## src/rtl/cla_pkg.sv

```systemverilog
// Shared constants for the carry-look-ahead adder: group size and default width.
package cla_pkg;

    localparam int CLA_GROUP   = 4;
    localparam int ADDER_WIDTH = 4;

endpackage

```

## src/rtl/cla_block4.sv

```systemverilog
// 4-bit carry-look-ahead block: two-level carries inside the group plus group generate/propagate.
module cla_block4 (
    input  logic [3:0] p,
    input  logic [3:0] g,
    input  logic       cin,
    output logic [2:0] c,
    output logic       cout,
    output logic       gg,
    output logic       gp
);

    // Every carry is a flat sum of products of p/g/cin; no carry feeds another.
    assign c[0] = g[0] | (p[0] & cin);
    assign c[1] = g[1] | (p[1] & g[0]) | (p[1] & p[0] & cin);
    assign c[2] = g[2] | (p[2] & g[1]) | (p[2] & p[1] & g[0]) | (p[2] & p[1] & p[0] & cin);
    assign cout = g[3] | (p[3] & g[2]) | (p[3] & p[2] & g[1]) | (p[3] & p[2] & p[1] & g[0])
                | (p[3] & p[2] & p[1] & p[0] & cin);

    assign gg = g[3] | (p[3] & g[2]) | (p[3] & p[2] & g[1]) | (p[3] & p[2] & p[1] & g[0]);
    assign gp = &p;

endmodule

```

## src/rtl/cla_adder.sv

```systemverilog
// Two-stage registered unsigned adder: operand registers, CLA network, sum/carry registers.
module cla_adder
    import cla_pkg::*;
#(
    parameter int WIDTH = ADDER_WIDTH
) (
    input  logic             clk,
    input  logic             rst_n,
    input  logic [WIDTH-1:0] a,
    input  logic [WIDTH-1:0] b,
    output logic [WIDTH-1:0] s,
    output logic             cout
);

    localparam int NG = WIDTH / CLA_GROUP;

    logic [WIDTH-1:0] a_q;
    logic [WIDTH-1:0] b_q;
    logic [WIDTH-1:0] p;
    logic [WIDTH-1:0] g;
    logic [WIDTH-1:0] c;
    logic [WIDTH-1:0] s_next;
    logic [NG:0]      gc;
    logic [NG-1:0]    gg;
    logic [NG-1:0]    gp;
    logic [NG-1:0]    blk_cout;
    logic             unused_blk_cout;

    always_ff @(posedge clk) begin
        if (!rst_n) begin
            a_q  <= '0;
            b_q  <= '0;
            s    <= '0;
            cout <= 1'b0;
        end else begin
            a_q  <= a;
            b_q  <= b;
            s    <= s_next;
            cout <= gc[NG];
        end
    end

    assign p = a_q ^ b_q;
    assign g = a_q & b_q;

    // Second-level look-ahead: each group carry is an OR of GG terms gated by the
    // GPs of all intervening groups, so no carry passes from one group to the next.
    always_comb begin
        logic term;
        gc    = '0;
        gc[0] = 1'b0;
        for (int k = 1; k <= NG; k++) begin
            for (int j = 0; j < k; j++) begin
                term = gg[j];
                for (int m = j + 1; m < k; m++) begin
                    term = term & gp[m];
                end
                gc[k] = gc[k] | term;
            end
        end
    end

    for (genvar gi = 0; gi < NG; gi++) begin : g_grp
        cla_block4 u_blk (
            .p    (p[gi*CLA_GROUP +: CLA_GROUP]),
            .g    (g[gi*CLA_GROUP +: CLA_GROUP]),
            .cin  (gc[gi]),
            .c    (c[gi*CLA_GROUP+1 +: 3]),
            .cout (blk_cout[gi]),
            .gg   (gg[gi]),
            .gp   (gp[gi])
        );
        assign c[gi*CLA_GROUP] = gc[gi];
    end

    // Block carry-outs duplicate the group carries already formed by the look-ahead.
    assign unused_blk_cout = ^blk_cout;

    assign s_next = p ^ c;

endmodule

```

## config.mk

```make
export PLATFORM = sky130hd
export DESIGN_NAME = cla_adder
export DESIGN_NICKNAME = d
export VERILOG_FILES = /design/src/rtl/cla_pkg.sv /design/src/rtl/cla_block4.sv /design/src/rtl/cla_adder.sv
export SDC_FILE = /design/constraint.sdc
export NUM_CORES = 1
export LEC_CHECK = 0
export ABC_CLOCK_PERIOD_IN_PS = 2600
export CORE_AREA = 4 4 41 43
export DETAILED_ROUTE_END_ITERATION = 8
export DIE_AREA = 0 0 45 47
export PLACE_DENSITY = 0.66
export SYNTH_ARGS = -nofsm -noshare
export SYNTH_HDL_FRONTEND = slang
export SYNTH_HIERARCHICAL = 1
export SYNTH_SLANG_ARGS = --single-unit
```

## constraint.sdc

```tcl
create_clock -name clk -period 2.6 [get_ports clk]
set_clock_uncertainty 0.15 [all_clocks]
set_input_delay 0.65 -clock clk [delete_from_list [all_inputs] [get_ports clk]]
set_output_delay 0.65 -clock clk [all_outputs]
set_load 0.02 [all_outputs]
```

==> out/qor.csv <==
metric,value,unit
run status,"finished, final reports clean",
synthesized area,488,um^2
Setup Buffers After CTS,0,
total gr overflow,0,
clock slew at reported path FFs,0.08,ns
die width,45,um
post_cts resized,0,
Ys Warns,6,
Worst Hold Class,reg2reg,
maximum VDD drop,0.000251,V
max-slew violations,0,
area delta synth->final,35.6,%
syn avg cell area,11.3,um^2
Initial Util,0.375,
max-cap viol count,0,
CP arrival,1.19,ns
critical path's top delay family,buffers and inverters,
PD cells,612,mW/mm^2
final non-filler cell total,75,
drt drc,0,
GRT Overall Usage,0.0786,
cell row count,13,
Port Buffers,14,
largest net degree at the start of global routing,14,
ANT cells,0,
hold_buf cts,0,
vias in the first global route,297,
worst-path cell chain,clkdlybuf4s50_1,
vias per cell,4.39,
Routed Antenna Nets,0,
minimum clock period after layout,1.99,ns
final setup fails,0,
final hold violation count,0,
Final Cycle Share,0.764,
# nets final,75,
CTS Buffer Depth,2,
Layout Utilization,0.509,
vias after detailed routing,329,
first-pass GRT wire length,1060,um
CTS Buf Count,3,
H-tree levels,1,
Worst path max stage delay,0.60,ns
root buf cell,clkbuf_4,
Post-Syn Instances,43,
Die Area,0.00212,mm^2
Filler cells,122,
Crit. End Element,output port,
initial antenna violation count,0,
Placer Congestion,0.626,
Tot Pwr,405,uW
crit path buf inv count,1,
CP max stage cell,clkdlybuf4s50_1,
drt first pass iters,2,
clk_lat worst skew,0.27,ns
setup_tns,0,ns
routed length per instance,9.28,um
1st-iter DRT viols,3,
Core ar.,0.00130,mm^2
share of layout cells above drive strength 1,0.200,
I/O pins,15,
syn nets,57,
CTS tree,built,
die height,47,um
RSZ-0062 raised after global routing,no,
CP Data Required Time,1.80,ns
Cells after DPL,71,
Routed WL,696,um
critical path type,reg2out,
Leak,0.000307,uW
Fmax achieved,0.504,GHz
crit-path max FO,1,
Sink Count,13,
critical path launch point type,flop,
[cells in the final DEF, fill, tap and decap left out, drive strengths merged]
master,n
clkbuf,4
dfxtp,13
o21ai,1
conb,1
clkdlybuf4s50,14
ha,4
a21o,2
nand2,1
xor2,3
a21oi,3
inv,1
and2,13
[layer usage]
metal,track usage,part of all wire
met3,0.0460,0.080
met1,0.0577,0.36
met2,0.133,0.55
met4,0.0877,0.014
met5,0,0
[power breakdown]
part / internal (uW) / total, uW / switching, uW
registers: 213 / 216 / 3.50
clock network: 59.4 / 120 / 60.8
logic: 40.7 / 68.8 / 28.1
total: 313 / 405 / 92.5
[registers in the layout, indices dropped and copies added (netlist names)]
signal  flops
s           4
a_q         4
b_q         4
cout        1
[cell type report]
| cell class | count | area (um^2) | area share |
|---|---|---|---|
| inverters | 1 | 3.75 | 0.00567 |
| flip-flops and latches | 13 | 260 | 0.393 |
| well taps | 15 | 18.8 | 0.0284 |
| repair buffers | 14 | 140 | 0.212 |
| clock buffers | 4 | 26.3 | 0.0397 |
| multi-input cells | 28 | 213 | 0.321 |
[metrics by stage]
stage	area [um^2]	setup WS [ns]	hold WS, ns
5_1_grt	662	0.579	0.478
3_5_place_dp	636	0.832	0.439
6_report	662	0.615	0.455
4_1_cts	662	0.593	0.463
2_1_floorplan	488	1.06	0.410
3_3_place_gp	636	0.840	0.429
[final timing paths]
path              startpoint  endpoint  slack [ns]  cells after the start
hold reg to reg       b_q[0]      s[0]        0.46                      2
setup / recovery        s[1]      s[1]        0.61                      1
setup reg to reg      a_q[0]      s[3]        1.02                      7
hold / removal        b_q[0]      s[0]        0.46                      2
No activity file was read; power rests on OpenSTA's default activity.
